[src/rtl/sysmgr_rst_seq.sv]
// Reset/sync sequencer on the fast PLL clock: lock filter, minimum hold, ordered domain release, SERDES sync strobe.
// Build option SYSMGR_RST_SEQ_LOSS_CNT_EN adds a saturating lock-loss event counter.
module sysmgr_rst_seq #(
    parameter int N_DOM     = 3,
    parameter int DIV       = 4,
    parameter int PHASE     = 2,
    parameter int LOCK_FILT = 16,
    parameter int RST_MIN   = 8,
    parameter int DOM_GAP   = 2
) (
    input  logic             clk,
    input  logic             rst_n,
    input  logic             pll_lock,
    input  logic             sw_rst,
    output logic             sync,
    output logic [N_DOM-1:0] rst_dom,
    output logic             ready,
    output logic [7:0]       lock_loss_cnt,
    output logic [1:0]       fsm_state
);
    localparam logic [1:0] S_WAIT_LOCK = 2'd0;
    localparam logic [1:0] S_HOLD      = 2'd1;
    localparam logic [1:0] S_RELEASE   = 2'd2;
    localparam logic [1:0] S_RUN       = 2'd3;

    localparam int PW = (DIV > 1) ? $clog2(DIV) : 1;
    localparam int FW = (LOCK_FILT > 1) ? $clog2(LOCK_FILT) : 1;
    localparam int HW = (RST_MIN > 1) ? $clog2(RST_MIN) : 1;
    localparam int GW = (DOM_GAP > 1) ? $clog2(DOM_GAP) : 1;

    logic          lock_meta;
    logic          lock_s;
    logic [PW-1:0] pcnt;
    logic [FW-1:0] fcnt;
    logic [HW-1:0] hcnt;
    logic [GW-1:0] gcnt;
    logic [1:0]    state;
    logic          wrap;
    logic          lock_lost;

    assign wrap      = (pcnt == PW'(DIV - 1));
    assign lock_lost = !lock_s && (state != S_WAIT_LOCK);
    assign fsm_state = state;

    // pll_lock is asynchronous to clk; two flops before anything looks at it.
    always_ff @(posedge clk or negedge rst_n) begin
        if (!rst_n) begin
            lock_meta <= 1'b0;
            lock_s    <= 1'b0;
        end else begin
            lock_meta <= pll_lock;
            lock_s    <= lock_meta;
        end
    end

    // Phase counter and sync strobe run independently of the sequencer.
    always_ff @(posedge clk or negedge rst_n) begin
        if (!rst_n) begin
            pcnt <= '0;
            sync <= 1'b0;
        end else begin
            pcnt <= wrap ? '0 : pcnt + 1'b1;
            sync <= (pcnt == PW'(PHASE));
        end
    end

    always_ff @(posedge clk or negedge rst_n) begin
        if (!rst_n) begin
            state   <= S_WAIT_LOCK;
            fcnt    <= '0;
            hcnt    <= '0;
            gcnt    <= '0;
            rst_dom <= '1;
            ready   <= 1'b0;
        end else if (lock_lost) begin
            state   <= S_WAIT_LOCK;
            fcnt    <= '0;
            rst_dom <= '1;
            ready   <= 1'b0;
        end else begin
            case (state)
                S_WAIT_LOCK: begin
                    if (!lock_s) begin
                        fcnt <= '0;
                    end else if (fcnt == FW'(LOCK_FILT - 1)) begin
                        state <= S_HOLD;
                        fcnt  <= '0;
                        hcnt  <= '0;
                    end else begin
                        fcnt <= fcnt + 1'b1;
                    end
                end
                S_HOLD: begin
                    if (sw_rst) begin
                        hcnt <= '0;
                    end else if (hcnt == HW'(RST_MIN - 1)) begin
                        state <= S_RELEASE;
                        gcnt  <= '0;
                    end else begin
                        hcnt <= hcnt + 1'b1;
                    end
                end
                S_RELEASE: begin
                    if (sw_rst) begin
                        state   <= S_HOLD;
                        hcnt    <= '0;
                        rst_dom <= '1;
                        ready   <= 1'b0;
                    end else if (wrap) begin
                        if (gcnt == '0) begin
                            // Lowest still-asserted domain drops; the vector empties from bit 0 upward.
                            rst_dom <= rst_dom << 1;
                            gcnt    <= GW'(DOM_GAP - 1);
                            if ((rst_dom << 1) == '0) begin
                                state <= S_RUN;
                                ready <= 1'b1;
                            end
                        end else begin
                            gcnt <= gcnt - 1'b1;
                        end
                    end
                end
                S_RUN: begin
                    if (sw_rst) begin
                        state   <= S_HOLD;
                        hcnt    <= '0;
                        rst_dom <= '1;
                        ready   <= 1'b0;
                    end
                end
                default: begin
                    state <= S_WAIT_LOCK;
                end
            endcase
        end
    end

`ifdef SYSMGR_RST_SEQ_LOSS_CNT_EN
    always_ff @(posedge clk or negedge rst_n) begin
        if (!rst_n) begin
            lock_loss_cnt <= '0;
        end else if (lock_lost && (lock_loss_cnt != 8'hFF)) begin
            lock_loss_cnt <= lock_loss_cnt + 8'd1;
        end
    end
`else
    assign lock_loss_cnt = '0;
`endif

endmodule

[config.mk]
export PLATFORM = sky130hd
export DESIGN_NAME = sysmgr_rst_seq
export DESIGN_NICKNAME = d
export VERILOG_FILES = /design/src/rtl/sysmgr_rst_seq.sv
export SDC_FILE = /design/constraint.sdc
export NUM_CORES = 1
export LEC_CHECK = 0
export BUFFER_PORTS_ARGS = -buffer_cell sky130_fd_sc_hd__clkbuf_2
export CAP_MARGIN = 30
export CORE_ASPECT_RATIO = 1.5
export CORE_UTILIZATION = 49
export CTS_CLUSTER_SIZE = 25
export DETAILED_ROUTE_END_ITERATION = 8
export GPL_TIMING_DRIVEN = 0
export PLACE_DENSITY = 0.75
export RECOVER_POWER = 50
export SYNTH_ARGS = -nofsm -noshare
export SYNTH_HDL_FRONTEND = slang
export SYNTH_SLANG_ARGS = --single-unit
[constraint.sdc]
create_clock -name clk -period 1.51 [get_ports clk]
set_input_delay 0.151 -clock clk [delete_from_list [all_inputs] [get_ports clk]]
set_output_delay 0.151 -clock clk [all_outputs]
set_load 0.02 [all_outputs]
=== Yosys cells after proc, flatten, opt, wreduce, memory -nomap -nowiden ===
Index checks and enable logic that the tools add are counted.

* Register bits: 19
* Input port bits: 4
* Output and inout port bits: 15
* Logic and storage cells: 93

* Bitwise gates (word level): 1
* Equality and inequality tests: 23
* Reductions and logical operators: 14
* Muxes and demuxes: 41
* $add $sub $neg: 4

{| class="wikitable"
|+ Operator list
! operator !! number
|-
| $mux W3 || 10
|-
| $mux W2 || 11
|-
| $ne A3 B3 Y1 const B || 6
|-
| $mux W4 || 4
|-
| $ne A2 B2 Y1 const B || 6
|-
| $ne A4 B4 Y1 const B || 3
|-
| $mux W1 || 11
|-
| $reduce_and A5 Y1 || 2
|-
| $pmux W3 S3 || 1
|-
| $eq A2 B2 Y1 const B || 4
|-
| $pmux W2 S4 || 1
|-
| $reduce_and A8 Y1 || 1
|-
| $pmux W3 S2 || 1
|-
| $reduce_and A6 Y1 || 1
|-
| $reduce_bool A2 Y1 || 3
|-
| $add A4 B1 Y4 const B || 1
|-
| $eq A4 B4 Y1 const B || 1
|-
| $pmux W1 S2 || 2
|-
| $reduce_and A4 Y1 || 1
|-
| $add A3 B1 Y3 const B || 1
|-
| $eq A3 B3 Y1 const B || 1
|-
| $logic_not A3 Y1 || 1
|-
| $reduce_bool A3 Y1 || 1
|-
| $add A2 B1 Y2 const B || 1
|-
| other kinds (8) || 8
|}

=== Logic depth before layout (Yosys ltp) ===
* Depth in word-level cells: 7
* Mapped depth: 7
* Mapped depth without buffers: 6

=== Worst setup path after synthesis ===
OpenSTA, ideal clock, no wires.

* Path kind: register to register
* Start point: reg state[1], in the netlist fsm_state[1]
* End point: reg ready
* Data required time: 1.388 ns
* Cell stages (with the launch flop): 6
* Path buffers: 0
* Library setup time: 0.122 ns
* Data arrival time: 1.565 ns
* Path slack: -0.177 ns
* Period minus slack after synthesis: 1.687 ns
* Path through: dfrtp_1 ha_1 nor3b_2 o22a_2 or2_4 a32o_1

* Cells in the longest elaborated chain, start to end: 4
* Elaborated cells on any way between the ends: 12
* Those cells by class: 6 x eq/ne; 2 x mux; 4 x reduce/logical

{| class="wikitable"
|+ Ends and longest elaborated chain
! item !! RTL line !! text
|-
| from (decl) || 37 || <nowiki>logic [1:0] state;</nowiki>
|-
| from (signal assigned) || 69 || <nowiki>state <= S_WAIT_LOCK;</nowiki>
|-
| from (signal assigned) || 76 || <nowiki>state <= S_WAIT_LOCK;</nowiki>
|-
| from (signal assigned) || 86 || <nowiki>state <= S_HOLD;</nowiki>
|-
| $reduce_bool A2 Y1 || 42 || <nowiki>assign lock_lost = !lock_s && (state != S_WAIT_LOCK);</nowiki>
|-
| $logic_and A1 B1 Y1 || 42 ||
|-
| $ne A4 B4 Y1 (no line), or another cell as far along || -- ||
|-
| $reduce_and A5 Y1 (no line) || -- ||
|-
| to (signal assigned) || 74 || <nowiki>ready <= 1'b0;</nowiki>
|-
| to (signal assigned) || 79 || <nowiki>ready <= 1'b0;</nowiki>
|-
| to (signal assigned) || 108 || <nowiki>ready <= 1'b0;</nowiki>
|-
| to (decl) || 17 || <nowiki>output logic ready,</nowiki>
|}

Several ways; a longest one is shown, not always the timed one.
A chain may end at the register's enable or synchronous reset.

=== Final worst setup path ===
Ends and elaborated chain as after synthesis.

==> results.yml <==
synthesis:
  syn-cell-area_um2: 1142
  ys_top_cells_by_area: "dfrtp_1 (35%), ha_1 (9.9%), dfstp_2 (6.9%)"
  synth-seq-area-share_pct: 41.95
  async_flop_share_pct: 100.0
  synth-edff-count: 0
  avgSynthCellArea_um2: 10.20
  synthDominantAreaCellType: "dfrtp_1"
  netlist_top_cells_count: "dfrtp_1 (16), buf_4 (9), ha_1 (9), inv_1 (8), a21oi_1 (7)"
  synth-seq-cells: 19
  synth_ff_type: "dfrtp_1"
  synth_cells: 112
  yosysWarnings: 0
  yosysUniqueCellTypes: 37
  yosysMostFrequentCell: "dfrtp_1"
  synth_top_area_share_pct: 35.05
floorplan:
  core_area_um2: 2207
  pin_count: 19
  die_x_um: 41.43
  floorplan.initialDensity_pct: 51.76
  die_y_um: 61.14
  die_area_um2: 2533
  num_rows: 21
global_routing:
  grt_pass1_vias: 1038
  grtUsageTotal_pct: 24.97
  antenna_found_initial: 0
  overflow: 0
  grt_max_degree: 20
  grt_pass1_wl_mm: 4.602
place:
  place_hpwl_mm: 1.730
  place_congestion: 0.8043
  io_buffers: 10
  dp_slack_ns: -0.1929
  place_area_um2: 1289
sta:
  period_needed_ns: 1.597
  fin_ws_ns: -0.08696
  fin_crit_sh_pct: 105.8
  finalSetupViolations: 7
  finalClockSkew_ns: 0.004320
  hold_viol_final: 0
  slew-limit-headroom_pct: 30.22
  slew_violations: 0
  worstMarginPinSlew_ns: 1.047
  fmax_mhz: 626.2
  tns_ns: -0.5170
  rsz0062_at_grt: "true"
power:
  p_total_uw: 2707
  p_per_area_nw_per_um2: 1624
  pwr-share-comb_pct: 60.6
  seq_power_share_pct: 30.0
  p_leak_uw: 0.0007796
  p_sw_share_pct: 41.97
  p_int_uw: 1571
  pwr-share-clk_pct: 9.4
  switchingPower_uw: 1136
  peakVddDrop_v: 0.001150
drt:
  wl_per_cell_um: 16.19
  ant_nets: 0
  route.detailed.drc: 0
  vias: 1021
  drtPass1Iterations: 4
  drt_wl_total_mm: 2.946
  vias_per_cell: 5.610
  drt_iter0_drc: 7
setup_path:
  crit_fanout: 6
  critPathArrivalTime_ns: 1.79
  cp.required_ns: 1.70
  cp-start-kind: "flip-flop"
  criticalPathCategory: "reg -> reg"
  cp-end-kind: "flip-flop"
cts:
  cts_sinks: 19
  h-tree-depth: 1
  clk_pin_slew_ns: 0.11
  cts_root_buffer: "clkbuf_4"
  cts_made_buffers: 3
  cts_tree: "built"
  clk_latency_ns: 0.30
  cts_buffer_depth: 2
min_path:
  worst_hold_path_type: "reg -> reg"
run_status:
  violations: "setup timing"
  outcome: "complete, but fails checks"
final_layout:
  syn_to_final_growth_pct: 45.89
  nNetsFinal: 173
  fin_util_pct: 75.51
  n_antenna_cell: 0
  final_area_um2: 1667
  layout-drive-gt1-share_pct: 52.20
job:
  drv_cap: 0
[worst max-delay path, stage by stage (launching register included)]
cell	delay, ns
dfrtp_2	0.49
ha_4	0.21
nor3b_4	0.22
o22a_2	0.21
o22ai_1	0.10
a32o_1	0.24
[layout by cell type (no fill, tap or decap), types with 3 or more instances in the layout]
cell / instances
and2_1: 3
buf_6: 4
mux2_4: 3
ha_4: 6
nand4_1: 3
inv_1: 6
dfrtp_1: 14
dfstp_2: 3
nor2_1: 4
o21ai_0: 3
conb_1: 8
nand2_1: 4
nor3_1: 5
buf_4: 29
clkbuf_4: 3
a21oi_1: 6
clkbuf_2: 9
[final timing paths]
check                        startpoint      endpoint  cells after the start  slack (ns)
min in group asynchronous         rst_n       fcnt[0]                      2        0.54
min reg2reg                   lock_meta        lock_s                      0        0.37
max in group asynchronous         rst_n  fsm_state[1]                      2        0.26
max reg2reg                fsm_state[1]         ready                      5       -0.09
max                        fsm_state[1]         ready                      5       -0.09
min                           lock_meta        lock_s                      0        0.37
[registers in the layout (all words and copies together) (netlist names)]
name and cells:
lock_meta 1, pcnt 2, sync 1, lock_s 1, ready 1, fcnt 4
gcnt 1, hcnt 3, fsm_state 2, rst_dom 3
[area by class of cell]
class | instances | area [um2]
multi-input cells | 82 | 747.0
fillers | 164 | 540.5
flip-flops and latches | 19 | 481.7
repair buffers | 36 | 264.0
plain buffers | 10 | 82.58
inverters | 8 | 35.03
well taps | 23 | 28.78
clock buffers | 3 | 22.52
clock inverters | 1 | 5.005
[power by group through the flow]
stage / clock, uW / sequential, uW / combinational, uW
after floorplan: 0 / 882 / 758
after global placement: 0 / 810 / 1040
after detailed placement: 0 / 822 / 1080
after CTS: 266 / 810 / 1450
after global routing: 290 / 828 / 1760
final: 255 / 812 / 1640
[metrics by stage]
step,std cells,hold slack [ns]
final,182,0.3654
after detailed placement,152,0.1321
after CTS,175,0.3346
after global placement,152,0.1203
after global routing,182,0.3918
after floorplan,119,-0.1446
[cells by family (layout without fill, tap and decap cells)]
kind of cell / count (synthesis) / after routing / synth area share, %
flip-flops: 19 / 19 / 41.95
buffers and inverters: 18 / 58 / 9.529
adder cells (fa/ha/maj): 9 / 9 / 9.858
multiplexers: 5 / 5 / 4.710
AO/OA/AOI/OAI: 26 / 26 / 16.43
XOR/XNOR: 1 / 1 / 0.7668
other: 1 / 8 / 0.3283
AND/OR/NAND/NOR: 33 / 33 / 16.43
[metal layers]
| layer | track usage [%] | up-vias | share of wire, % |
|---|---|---|---|
| li1 | - | 480 | - |
| met1 | 21.70 | 495 | 34 |
| met2 | 51.34 | 33 | 58 |
| met3 | 2.933 | 13 | 3.1 |
| met4 | 18.89 | 0 | 5.1 |
| met5 | 0 | - | 0 |
[repair_timing]
action,4_1_cts,5_1_grt
endpoints found under the hold margin,17,0
resized for setup,24,9
setup endpoints to repair,10,10
hold buffers,2,0
buffers inserted,17,7
pin swaps,12,7
Power figures use the tool's default switching activity.
